<file path="src/rtl/lcd_hd44780_rx_pkg.sv">
// Shared constants, state type and address-stepping helper for the
// HD44780-style LCD responder.
package lcd_pkg;

  localparam int ADDR_W = 5;

  localparam logic [7:0] CMD_CLEAR = 8'h01;
  localparam logic [7:0] CMD_HOME  = 8'h02;
  localparam logic [7:0] CMD_ENTRY = 8'h04;
  localparam logic [7:0] CMD_DISP  = 8'h08;
  localparam logic [7:0] CMD_SHIFT = 8'h10;
  localparam logic [7:0] CMD_FUNC  = 8'h20;
  localparam logic [7:0] CMD_CGRAM = 8'h40;
  localparam logic [7:0] CMD_DDRAM = 8'h80;

  localparam logic [7:0] FILL_CHAR_DEF = 8'h20;

  typedef enum logic {ST_CLEAR, ST_IDLE} lcd_state_t;

  // Move {line, col} one position; wrapping past either end of a line goes
  // to the other line in two-line mode, otherwise stays on line 0.
  function automatic logic [ADDR_W-1:0] step_addr(input logic [ADDR_W-1:0] a,
                                                  input logic inc,
                                                  input logic two);
    logic       line;
    logic [3:0] col;
    line = a[4];
    col  = a[3:0];
    if (inc) begin
      if (col == 4'hF) begin
        col  = 4'h0;
        line = two & ~line;
      end else begin
        col = col + 4'd1;
      end
    end else begin
      if (col == 4'h0) begin
        col  = 4'hF;
        line = two & ~line;
      end else begin
        col = col - 4'd1;
      end
    end
    return {line, col};
  endfunction

endpackage

</file>
<file path="src/rtl/lcd_hd44780_rx_if.sv">
// LCD bus seen from the controller side. Optional busy/address readback
// lines exist only when LCD_READ_BUSY_EN is defined.
interface lcd_hd44780_rx_if;
  logic       lcd_e;
  logic       lcd_rs;
  logic       lcd_rw;
  logic [7:0] lcd_data;
`ifdef LCD_READ_BUSY_EN
  logic [7:0] lcd_dout;
  logic       lcd_doe;
  modport master (output lcd_e, lcd_rs, lcd_rw, lcd_data, input lcd_dout, lcd_doe);
  modport slave  (input lcd_e, lcd_rs, lcd_rw, lcd_data, output lcd_dout, lcd_doe);
`else
  modport master (output lcd_e, lcd_rs, lcd_rw, lcd_data);
  modport slave  (input lcd_e, lcd_rs, lcd_rw, lcd_data);
`endif
endinterface

</file>
<file path="src/rtl/lcd_hd44780_rx_bus_sync.sv">
// Synchronizer chain for the slow LCD bus plus falling-edge detector on E.
// o_fall is a one-cycle strobe; rs/rw/data come from the same stage as the
// E sample that produced it. o_e exists only with LCD_READ_BUSY_EN.
module lcd_bus_sync #(
  parameter int SYNC_STAGES = 2
) (
  input  logic       clk,
  input  logic       rst,
  input  logic       i_e,
  input  logic       i_rs,
  input  logic       i_rw,
  input  logic [7:0] i_data,
`ifdef LCD_READ_BUSY_EN
  output logic       o_e,
`endif
  output logic       o_fall,
  output logic       o_rs,
  output logic       o_rw,
  output logic [7:0] o_data
);

  localparam int W = 11;

  logic [SYNC_STAGES-1:0][W-1:0] r_sync;
  logic [SYNC_STAGES-1:0][W-1:0] w_d;
  logic [W-1:0]                  w_last;
  logic                          r_e_prev;

  genvar gi;
  generate
    for (gi = 0; gi < SYNC_STAGES; gi++) begin : g_stage
      if (gi == 0) begin : g_head
        assign w_d[gi] = {i_e, i_rs, i_rw, i_data};
      end else begin : g_tail
        assign w_d[gi] = r_sync[gi-1];
      end
    end
  endgenerate

  // Shift every bus bit through the synchronizer stages.
  always_ff @(posedge clk or negedge rst) begin
    if (!rst) begin
      r_sync <= '0;
    end else begin
      r_sync <= w_d;
    end
  end

  assign w_last = r_sync[SYNC_STAGES-1];

  // Remember the previous synchronized E for edge detection.
  always_ff @(posedge clk or negedge rst) begin
    if (!rst) begin
      r_e_prev <= 1'b0;
    end else begin
      r_e_prev <= w_last[10];
    end
  end

  assign o_fall = r_e_prev & ~w_last[10];
  assign o_rs   = w_last[9];
  assign o_rw   = w_last[8];
  assign o_data = w_last[7:0];
`ifdef LCD_READ_BUSY_EN
  assign o_e    = w_last[10];
`endif

endmodule

</file>
<file path="src/rtl/lcd_hd44780_rx.sv">
// HD44780-style LCD responder: decodes bus writes into a 2x16 display RAM
// and display/entry state, with a registered scan read port.
// Optional busy/address readback on the bus: define LCD_READ_BUSY_EN.
module lcd_hd44780_rx
  import lcd_pkg::*;
#(
  parameter int         SYNC_STAGES  = 2,
  parameter logic [7:0] FILL_CHAR    = FILL_CHAR_DEF,
  parameter int         CLEAR_CYCLES = 32
) (
  input  logic              clk,
  input  logic              rst,
  lcd_hd44780_rx_if.slave   bus,
  input  logic [ADDR_W-1:0] rd_addr,
  output logic [7:0]        rd_data,
  output logic [ADDR_W-1:0] cur_addr,
  output logic              disp_on,
  output logic              cursor_on,
  output logic              blink_on,
  output logic              two_line,
  output logic              inc_mode,
  output logic              busy,
  output logic              cmd_strobe,
  output logic              overrun
);

  localparam logic [7:0] CLR_LAST = 8'(CLEAR_CYCLES - 1);

  logic              w_fall, w_rs, w_rw, w_wr, w_accept, w_we;
  logic [7:0]        w_data, w_wdata;
  logic [ADDR_W-1:0] w_waddr;
`ifdef LCD_READ_BUSY_EN
  logic              w_e;
`endif

  lcd_state_t        r_state;
  logic              r_busy, r_strobe, r_overrun;
  logic [7:0]        r_clr_cnt;
  logic [ADDR_W-1:0] r_cur;
  logic              r_disp, r_cursor, r_blink, r_two, r_inc;
  logic [7:0]        r_ram [2**ADDR_W];
  logic [7:0]        r_rd_data;

  lcd_bus_sync #(.SYNC_STAGES(SYNC_STAGES)) u_sync (
    .clk    (clk),
    .rst    (rst),
    .i_e    (bus.lcd_e),
    .i_rs   (bus.lcd_rs),
    .i_rw   (bus.lcd_rw),
    .i_data (bus.lcd_data),
`ifdef LCD_READ_BUSY_EN
    .o_e    (w_e),
`endif
    .o_fall (w_fall),
    .o_rs   (w_rs),
    .o_rw   (w_rw),
    .o_data (w_data)
  );

  assign w_wr     = w_fall & ~w_rw;
  assign w_accept = w_wr & ~r_busy;

  // Control FSM: sequential clear sweep, then command/data decode.
  always_ff @(posedge clk or negedge rst) begin
    if (!rst) begin
      r_state   <= ST_CLEAR;
      r_busy    <= 1'b1;
      r_clr_cnt <= '0;
      r_cur     <= '0;
      r_disp    <= 1'b0;
      r_cursor  <= 1'b0;
      r_blink   <= 1'b0;
      r_two     <= 1'b0;
      r_inc     <= 1'b1;
      r_strobe  <= 1'b0;
      r_overrun <= 1'b0;
    end else begin
      r_strobe <= w_accept;
      if (w_wr && r_busy) begin
        r_overrun <= 1'b1;
      end
      case (r_state)
        ST_CLEAR: begin
          if (r_clr_cnt == CLR_LAST) begin
            r_state <= ST_IDLE;
            r_busy  <= 1'b0;
          end else begin
            r_clr_cnt <= r_clr_cnt + 8'd1;
          end
        end
        ST_IDLE: begin
          if (w_accept) begin
            if (w_rs) begin
              r_cur <= step_addr(r_cur, r_inc, r_two);
            end else if ((w_data & CMD_DDRAM) != 8'h00) begin
              r_cur <= {w_data[6] & r_two, w_data[3:0]};
            end else if ((w_data & CMD_CGRAM) != 8'h00) begin
              // Character generator RAM is not modelled.
              r_cur <= r_cur;
            end else if ((w_data & CMD_FUNC) != 8'h00) begin
              r_two <= w_data[3];
              if (!w_data[3]) begin
                r_cur[4] <= 1'b0;
              end
            end else if ((w_data & CMD_SHIFT) != 8'h00) begin
              if (!w_data[3]) begin
                r_cur <= step_addr(r_cur, w_data[2], r_two);
              end
            end else if ((w_data & CMD_DISP) != 8'h00) begin
              r_disp   <= w_data[2];
              r_cursor <= w_data[1];
              r_blink  <= w_data[0];
            end else if ((w_data & CMD_ENTRY) != 8'h00) begin
              r_inc <= w_data[1];
            end else if ((w_data & CMD_HOME) != 8'h00) begin
              r_cur <= '0;
            end else if (w_data == CMD_CLEAR) begin
              r_state   <= ST_CLEAR;
              r_busy    <= 1'b1;
              r_clr_cnt <= '0;
              r_cur     <= '0;
              r_inc     <= 1'b1;
            end
          end
        end
        default: r_state <= ST_IDLE;
      endcase
    end
  end

  // The clear sweep owns the single RAM write port while busy.
  assign w_we    = r_busy | (w_accept & w_rs);
  assign w_waddr = r_busy ? r_clr_cnt[ADDR_W-1:0] : r_cur;
  assign w_wdata = r_busy ? FILL_CHAR : w_data;

  // Display RAM write port.
  always_ff @(posedge clk) begin
    if (w_we) begin
      r_ram[w_waddr] <= w_wdata;
    end
  end

  // Registered scan read.
  always_ff @(posedge clk or negedge rst) begin
    if (!rst) begin
      r_rd_data <= 8'h00;
    end else begin
      r_rd_data <= r_ram[rd_addr];
    end
  end

`ifdef LCD_READ_BUSY_EN
  // Busy flag and address readback while the host holds a status read.
  always_comb begin
    bus.lcd_doe  = 1'b0;
    bus.lcd_dout = 8'h00;
    if (w_e && !w_rs && w_rw) begin
      bus.lcd_doe  = 1'b1;
      bus.lcd_dout = {r_busy, 2'b00, r_cur};
    end
  end
`endif

  assign rd_data    = r_rd_data;
  assign cur_addr   = r_cur;
  assign disp_on    = r_disp;
  assign cursor_on  = r_cursor;
  assign blink_on   = r_blink;
  assign two_line   = r_two;
  assign inc_mode   = r_inc;
  assign busy       = r_busy;
  assign cmd_strobe = r_strobe;
  assign overrun    = r_overrun;

endmodule
</file>
<file path="src/flat_wrapper.sv">
// flat-port wrapper written by rule: the top's interface ports become plain ports
module lcd_hd44780_rx_flat import lcd_pkg::*;
#(
  parameter int         SYNC_STAGES  = 2,
  parameter logic [7:0] FILL_CHAR    = FILL_CHAR_DEF,
  parameter int         CLEAR_CYCLES = 32
)
  (clk, rst, rd_addr, rd_data, cur_addr, disp_on, cursor_on, blink_on, two_line, inc_mode, busy, cmd_strobe, overrun, bus_lcd_e, bus_lcd_rs, bus_lcd_rw, bus_lcd_data);
  lcd_hd44780_rx_if bus_i ();
  input  logic clk;
  input  logic rst;
  input  logic [ADDR_W-1:0] rd_addr;
  output logic [7:0] rd_data;
  output logic [ADDR_W-1:0] cur_addr;
  output logic disp_on;
  output logic cursor_on;
  output logic blink_on;
  output logic two_line;
  output logic inc_mode;
  output logic busy;
  output logic cmd_strobe;
  output logic overrun;
  input wire logic [$bits(bus_i.lcd_e)-1:0] bus_lcd_e;
  input wire logic [$bits(bus_i.lcd_rs)-1:0] bus_lcd_rs;
  input wire logic [$bits(bus_i.lcd_rw)-1:0] bus_lcd_rw;
  input wire logic [$bits(bus_i.lcd_data)-1:0] bus_lcd_data;
  assign bus_i.lcd_e = bus_lcd_e;
  assign bus_i.lcd_rs = bus_lcd_rs;
  assign bus_i.lcd_rw = bus_lcd_rw;
  assign bus_i.lcd_data = bus_lcd_data;
  lcd_hd44780_rx #(.SYNC_STAGES(SYNC_STAGES), .FILL_CHAR(FILL_CHAR), .CLEAR_CYCLES(CLEAR_CYCLES)) u_core (.clk(clk), .rst(rst), .bus(bus_i), .rd_addr(rd_addr), .rd_data(rd_data), .cur_addr(cur_addr), .disp_on(disp_on), .cursor_on(cursor_on), .blink_on(blink_on), .two_line(two_line), .inc_mode(inc_mode), .busy(busy), .cmd_strobe(cmd_strobe), .overrun(overrun));
endmodule
</file>
<file path="config.mk">
export PLATFORM = sky130hd
export DESIGN_NAME = lcd_hd44780_rx_flat
export DESIGN_NICKNAME = d
export VERILOG_FILES = /design/src/rtl/lcd_hd44780_rx_pkg.sv /design/src/rtl/lcd_hd44780_rx_if.sv /design/src/rtl/lcd_hd44780_rx_bus_sync.sv /design/src/rtl/lcd_hd44780_rx.sv /design/src/flat_wrapper.sv
export SDC_FILE = /design/constraint.sdc
export NUM_CORES = 1
export LEC_CHECK = 0
export CAP_MARGIN = 20
export CORE_AREA = 4 4 193 195
export CTS_CLUSTER_DIAMETER = 30
export DETAILED_ROUTE_END_ITERATION = 6
export DIE_AREA = 0 0 197 199
export GPL_TIMING_DRIVEN = 0
export PLACE_DENSITY = 0.51
export SLEW_MARGIN = 20
export SYNTH_ARGS = -nofsm -noshare
export SYNTH_HDL_FRONTEND = slang
export SYNTH_SLANG_ARGS = --single-unit
</file>
<file path="constraint.sdc">
create_clock -name clk -period 2.3 [get_ports clk]
set_clock_uncertainty 0.05 [all_clocks]
set_input_delay 0.46 -clock clk [delete_from_list [all_inputs] [get_ports clk]]
set_output_delay 0.46 -clock clk [all_outputs]
set_load 0.005 [all_outputs]
</file>
==> impl_metrics.csv, run 1 <==
group,metric,value,unit
outcome,status,"complete, no violations",
clocking,clock-sinks,309,
cells_and_area,layout-drive-gt1-share,0.3744,
sta,period_needed,2247,ps
sta,setup_viol,0,
synthesis,synth_top_cells_by_count,"edfxtp_1, mux4_2, dfrtp_1",
synthesis,yosys_most_used_dff,"edfxtp_1",
detailed_routing,drc,0,
critical_path,crit_arrival,2630,ps
critical_path,critical_path_buf_inv_count,2,
global_route,grtUsageTotal,0.1411,
synthesis,yosysWarnings,0,
synthesis,postSynthCellCount,624,
place,dp_hpwl,17910,um
clocking,cts_max_path_buffers,3,
sta,worst_slew_pin_slew,818.4,ps
cells_and_area,antenna_cells,0,
clocking,clk_pin_slew,50,ps
cells_and_area,fillerInstances,3007,
critical_path,r2r_end,"u_core.r_ram[6][5]",
detailed_routing,wl,27710,um
clocking,root_buffer,"clkbuf_16",
critical_path,cp.required,2680,ps
cells_and_area,syn2layout_area_growth,30.69,%
critical_path,crit_path_max_fanout,10,
critical_path,cp_top_family,"multiplexers",
worst_hold_path,hp-start,"bus_lcd_data[7]",
synthesis,synth_top_cell_by_area,"edfxtp_1",
clocking,cts_buffers,60,
place,dp_slack,-749.6,ps
sta,setup_ws,52.52,ps
global_route,overflow,0,
pwr,total_power,16.16,mW
floorplan,ios,39,
detailed_routing,drt-initial-drc-count,424,
global_route,antenna_found_initial,0,
synthesis,synth_edf_count,256,
critical_path,startpoint_type,"input port",
critical_path,reg2reg_from,"u_core.busy",
floorplan,die_h,199,um
critical_path,cpPeakStageDelay,520,ps
detailed_routing,via_per_inst,5.054,
critical_path,path_cells,"clkbuf_1 > clkbuf_2 > mux4_2 > mux4_2 > mux2_2",
critical_path,crit_top_cell,"mux4_2",
pwr,ir_drop,0.4921,mV
synthesis,synth_cell_types,51,
clocking,clock_latency,570,ps
global_route,grt_pass1_wl,41320,um
sta,drv_slew,0,
worst_hold_path,hold_depth,1,
detailed_routing,ant_nets,0,
synthesis,yosysSeqAreaShare,0.7355,
place,io_buffers,33,
critical_path,crit_type,"input port to flip-flop",
critical_path,r2r_slack,90,ps
synthesis,ys_ff_latch,309,
worst_hold_path,holdCritPathClass,"input port to flip-flop",
detailed_routing,num_vias,6313,
sta,fmax,0.4449,GHz
cells_and_area,stdcell_count,1249,
cells_and_area,multi_input_area,0.003410,sq mm
place,dp_cells,1121,
sta,min_period_over_period,0.9772,
sta,hold_violations,0,
global_route,grt_max_degree,54,
place,place.gp.congestion,0.7781,
floorplan,die_w,197,um
floorplan,rows,69,
sta,relSlewSlack,0.4533,
detailed_routing,first_pass_iters,5,
critical_path,reg2reg_depth,3,
sta,rsz0062_at_grt,"true",
cells_and_area,regArea,0.009019,sq mm
flow_run,maxCapViolCount,0,
synthesis,synth.cell_area,0.01226,sq mm
floorplan,start_util,0.3463,
pwr,power_leakage,5.383,nW
critical_path,crit_path_end_kind,"flip-flop",
clocking,ctsHtreeMaxLevel,2,
detailed_routing,routedWlPerCell,22.18,um
cells_and_area,final_cell_area,0.01602,sq mm
synthesis,async_flop_share,0.1715,
clocking,tritoncts,"built",
cells_and_area,fin_nets,759,
global_route,grt_pass1_vias,6719,
synthesis,post-synth-top-count-cell,"edfxtp_1",
place,place_area,0.01328,sq mm
worst_hold_path,min_to,"u_core.u_sync.r_sync[7]",
floorplan,dieArea,0.03920,sq mm
synthesis,ys_top_cells_by_area,"edfxtp_1, mux4_2, dfrtp_1",
critical_path,cpMaxStageDelayCell,"mux4_2",
synthesis,avgSynthCellArea,19.65,sq um
pwr,power_density,1008,mW/mm^2
synthesis,synth_fp_nets,645,
synthesis,yosys.area.top_type_share,0.6271,
floorplan,core,0.03540,sq mm
[layer usage]
layer	wire length, um	track usage	vias up
met2	13840	0.2378	182
li1	-	-	2775
met1	11760	0.1834	3314
met3	1460	0.03354	42
met4	646	0.04212	0
met5	0	0	-
[power breakdown]
part / internal [mW] / total (mW) / switching (mW)
clock network: 5.98 / 8.71 / 2.74
logic: 0.507 / 1.19 / 0.682
registers: 6.17 / 6.26 / 0.0827
total: 12.7 / 16.2 / 3.50
[through the flow]
stage | hold slack [ps] | util | setup TNS, ps
after detailed placement | 284.7 | 0.3752 | -182990
after global routing | 273.6 | 0.4526 | -594.1
after floorplan | 114.4 | - | 0
final | 292.2 | 0.4526 | 0
after CTS | 269.0 | 0.4414 | -2988
after global placement | 281.8 | 0.3721 | -364850
[placed cells by master, fill, tap and decap left out, types with 4 or more instances in the layout]
cell,n
clkbuf_16,63
bufinv_16,8
a21oi_1,9
clkinv_4,4
clkbuf_1,20
dfrtp_1,49
nor2_1,11
clkinv_1,5
clkinv_2,12
buf_4,9
a22o_1,5
clkbuf_8,4
mux2_2,14
edfxtp_1,256
nor2b_4,7
nor2_4,32
mux4_2,80
xnor2_1,4
buf_12,17
nand3_1,9
inv_1,8
nand2_2,8
nand2b_1,6
buf_2,6
mux2i_1,7
xor2_1,5
o21ai_0,10
nand2_1,14
clkdlybuf4s50_1,32
[worst max-delay path by stage]
stage	start	to	cells past startpoint
2_1_floorplan	rd_addr[1]	u_core.rd_data[0]	5
3_3_place_gp	u_core.busy	u_core.r_ram[0][3]	3
3_5_place_dp	rd_addr[1]	u_core.rd_data[0]	5
4_1_cts	u_core.busy	u_core.r_ram[5][2]	5
5_1_grt	u_core.busy	u_core.r_ram[28][0]	6
6_report	rd_addr[1]	u_core.rd_data[4]	5
[sequential cells by signal (all words and copies together) (netlist names)]
signal	cells
u_core.cmd_strobe	1
u_core.inc_mode	1
u_core.r_ram	256
u_core.rd_data	8
u_core.u_sync.w_last	11
u_core.disp_on	1
u_core.r_state	1
u_core.two_line	1
u_core.u_sync.r_e_prev	1
u_core.u_sync.r_sync	11
u_core.busy	1
u_core.blink_on	1
u_core.cursor_on	1
u_core.cur_addr	5
u_core.overrun	1
u_core.r_clr_cnt	8
[cell type report]
type | count | area share
tap | 461 | 0.03600
sequential | 309 | 0.5629
multi-input combinational | 273 | 0.2128
clock inverter | 36 | 0.02601
inverter | 8 | 0.001874
buffer | 30 | 0.009606
clock buffer | 76 | 0.1039
timing repair buffer | 56 | 0.04686
[timing repair]
action / 4_1_cts / 5_1_grt
hold buffers: 1 / 0
setup buffers: 0 / 19
endpoints found under the hold margin: 51 / 0
endpoints found under the setup margin: 522 / 263
pin swaps: 0 / 17
resized for setup: 77 / 13
[logic make-up after synthesis]
| logic type | Yosys count | share of synthesized area |
|---|---|---|
| flops | 309 | 0.7355 |
| simple gates | 115 | 0.04848 |
| mux | 102 | 0.1664 |
| compound gates | 44 | 0.02480 |
| buf+inv | 42 | 0.01541 |
| xor+xnor | 9 | 0.006429 |
| fa+ha+maj | 3 | 0.003062 |
No activity file was read; power rests on OpenSTA's default activity.
==> run 2, diff against run 1 <==
--- a/config.mk
+++ b/config.mk
@@ -5,13 +5,14 @@
 export SDC_FILE = /design/constraint.sdc
 export NUM_CORES = 1
 export LEC_CHECK = 0
-export CAP_MARGIN = 20
-export CORE_AREA = 4 4 193 195
+export ABC_AREA = 1
+export CAP_MARGIN = 10
+export CORE_AREA = 4 4 213 215
 export CTS_CLUSTER_DIAMETER = 30
 export DETAILED_ROUTE_END_ITERATION = 6
-export DIE_AREA = 0 0 197 199
+export DIE_AREA = 0 0 217 219
 export GPL_TIMING_DRIVEN = 0
-export PLACE_DENSITY = 0.51
+export PLACE_DENSITY = 0.45
 export SLEW_MARGIN = 20
 export SYNTH_ARGS = -nofsm -noshare
 export SYNTH_HDL_FRONTEND = slang
==> run 2 against run 1 <==
Clock-buffer cell count increased by 17. Critical path depth increased by 4. Hold slack got worse by 57 ps. Register-to-register slack got worse by 60 ps. Die area increased by 21%. First-iteration DRC count increased by 110%. Sequential share of layout area decreased by 5.8 points. Via count increased by 48%. Core utilization decreased by 4.4 points.
==> impl_metrics.csv, run 2 <==
group,metric,value,unit
outcome,status,"complete, no violations",
sta,hold_violations,0,
critical_path,cp.required,2540,ps
floorplan,die_w,217,um
cells_and_area,syn2layout_area_growth,38.28,%
synthesis,yosys_most_used_dff,"edfxtp_1",
detailed_routing,ant_nets,0,
sta,period_needed,2267,ps
clocking,tritoncts,"built",
synthesis,synth_cell_types,37,
floorplan,start_util,0.2955,
global_route,grtUsageTotal,0.1684,
floorplan,core,0.04374,sq mm
cells_and_area,antenna_cells,0,
synthesis,post-synth-top-count-cell,"nand2_1",
critical_path,startpoint_type,"flip-flop",
sta,setup_viol,0,
detailed_routing,first_pass_iters,5,
synthesis,avgSynthCellArea,11.10,sq um
synthesis,synth_top_cell_by_area,"edfxtp_1",
clocking,clock-sinks,309,
place,dp_cells,1801,
synthesis,postSynthCellCount,1164,
sta,relSlewSlack,0.4713,
cells_and_area,final_cell_area,0.01787,sq mm
detailed_routing,drt-initial-drc-count,878,
clocking,root_buffer,"clkbuf_16",
pwr,power_density,1054,mW/mm^2
sta,setup_ws,33.05,ps
sta,fmax,0.4411,GHz
cells_and_area,stdcell_count,1977,
critical_path,crit_arrival,2500,ps
cells_and_area,largest_register_ffs,256,
sta,worst_slew_pin_slew,790.2,ps
cells_and_area,layout-drive-gt1-share,0.2094,
critical_path,crit_path_end_kind,"flip-flop",
flow_run,maxCapViolCount,0,
place,place.gp.congestion,0.8564,
sta,rsz0062_at_grt,"true",
sta,tns,0,ps
critical_path,crit_type,"flip-flop to flip-flop",
cells_and_area,fin_nets,1342,
clocking,clk_pin_slew,40,ps
detailed_routing,num_vias,9363,
detailed_routing,via_per_inst,4.736,
pwr,total_power,18.84,mW
cells_and_area,final_common_cell,"nand2_1",
pwr,power_leakage,6.809,nW
cells_and_area,fillerInstances,4157,
place,io_buffers,37,
synthesis,ys_ff_latch,309,
worst_hold_path,holdCritPathClass,"input port to asynchronous set/reset pin",
global_route,overflow,0,
synthesis,async_flop_share,0.1715,
global_route,antenna_found_initial,0,
global_route,grt_pass1_wl,59310,um
detailed_routing,routedWlPerCell,20.18,um
floorplan,rows,77,
detailed_routing,drc,0,
critical_path,crit_path_max_fanout,10,
floorplan,ios,39,
synthesis,synth_edf_count,256,
synthesis,yosysWarnings,0,
clocking,clock_latency,590,ps
synthesis,yosysSeqAreaShare,0.6976,
sta,drv_slew,0,
pwr,ir_drop,0.4958,mV
synthesis,yosys.area.top_type_share,0.5948,
cells_and_area,top_register,"u_core.r_ram",
floorplan,die_h,219,um
synthesis,synth_top_cells_by_count,"nand2_1, edfxtp_1, nand3_1",
sta,min_period_over_period,0.9856,
cells_and_area,layout_common_cells,"nand2_1, edfxtp_1, nand3_1, clkbuf_16, a21oi_1",
global_route,grt_max_degree,40,
synthesis,synth_fp_nets,1185,
place,place_area,0.01427,sq mm
synthesis,synth.cell_area,0.01292,sq mm
clocking,cts_max_path_buffers,3,
clocking,cts_buffers,77,
synthesis,ys_top_cells_by_area,"edfxtp_1, nand2_1, dfrtp_1",
place,dp_hpwl,26780,um
clocking,ctsHtreeMaxLevel,3,
floorplan,dieArea,0.04752,sq mm
detailed_routing,wl,39890,um
place,dp_slack,-607.8,ps
global_route,grt_pass1_vias,9495,
run 2: where the power goes:
group          total, mW  switching, mW  internal, mW
clock network       11.2           3.40          7.76
logic               1.42          0.970         0.452
registers           6.26         0.0848          6.17
run 2: logic make-up (layout without fill, tap and decap cells):
logic type,count (synthesis),count (layout),share of synthesized area
xor gates and xnor gates,4,4,0.002711
adders and majority gates,3,3,0.002904
buffers and inverters,100,321,0.04337
and+or+nand+nor,659,659,0.2158
DFF,309,309,0.6976
AOI/OAI and AO/OA,89,89,0.03766
run 2: area by class of cell:
type                       instances  area, sq um  area share
sequential                       309         9016      0.5045
multi-input combinational        755         3724      0.2083
clock buffer                      93         2102      0.1176
timing repair buffer              78         1110     0.06210
tap                              592        740.7     0.04145
clock inverter                    50        614.3     0.03437
buffer                            57        401.6     0.02247
inverter                          43        163.9    0.009171
run 2: repair_timing:
action                                 in CTS  in global routing
setup endpoints to repair                 257                227
setup buffers                              16                 16
resized for setup                          84                 10
endpoints found under the hold margin      51                  0
cloned                                      0                  0
pin swaps                                  12                 23
hold buffers                                1                  0
run 2: path summary, 6_finish.rpt:
| check | startpoint | to | slack [ps] | cells past startpoint |
|---|---|---|---|---|
| max | u_core.busy | u_core.r_ram[4][5] | 30 | 9 |
| min | rst | u_core.cur_addr[0] | 240 | 2 |
| max reg2reg | u_core.busy | u_core.r_ram[4][5] | 30 | 9 |
| min reg2reg | u_core.u_sync.r_sync[8] | u_core.u_sync.w_last[8] | 290 | 0 |
| max in group asynchronous | rst | u_core.busy | 1400 | 3 |
| min in group clk | bus_lcd_e | u_core.u_sync.r_sync[10] | 260 | 1 |
run 2: routing by layer:
metal  routed length, um  vias to the layer above  part of all wire  global-route usage
met2               18940                      365              0.47              0.2744
met3                2944                       76             0.074             0.04085
li1                    -                     4388                 -                   -
met1               16860                     4534              0.42              0.2175
met4                1148                        0             0.029             0.06636
met5                   0                        -                 0                   0
run 2: metrics by stage:
step                hold WS [ps]    util
floorplan                  114.4       -
global placement           282.9  0.3209
detailed placement         284.7  0.3264
CTS                        208.7  0.4010
global route               255.2  0.4086
finish                     235.2  0.4086
run 2: critical path, stage by stage (launching register included):
cell	delay (ps)
dfstp_2	560
buf_6	150
buf_6	200
nand2_1	90
o21ai_2	110
inv_1	90
nor2_1	180
nand2_2	200
nor2_4	190
buf_12	150
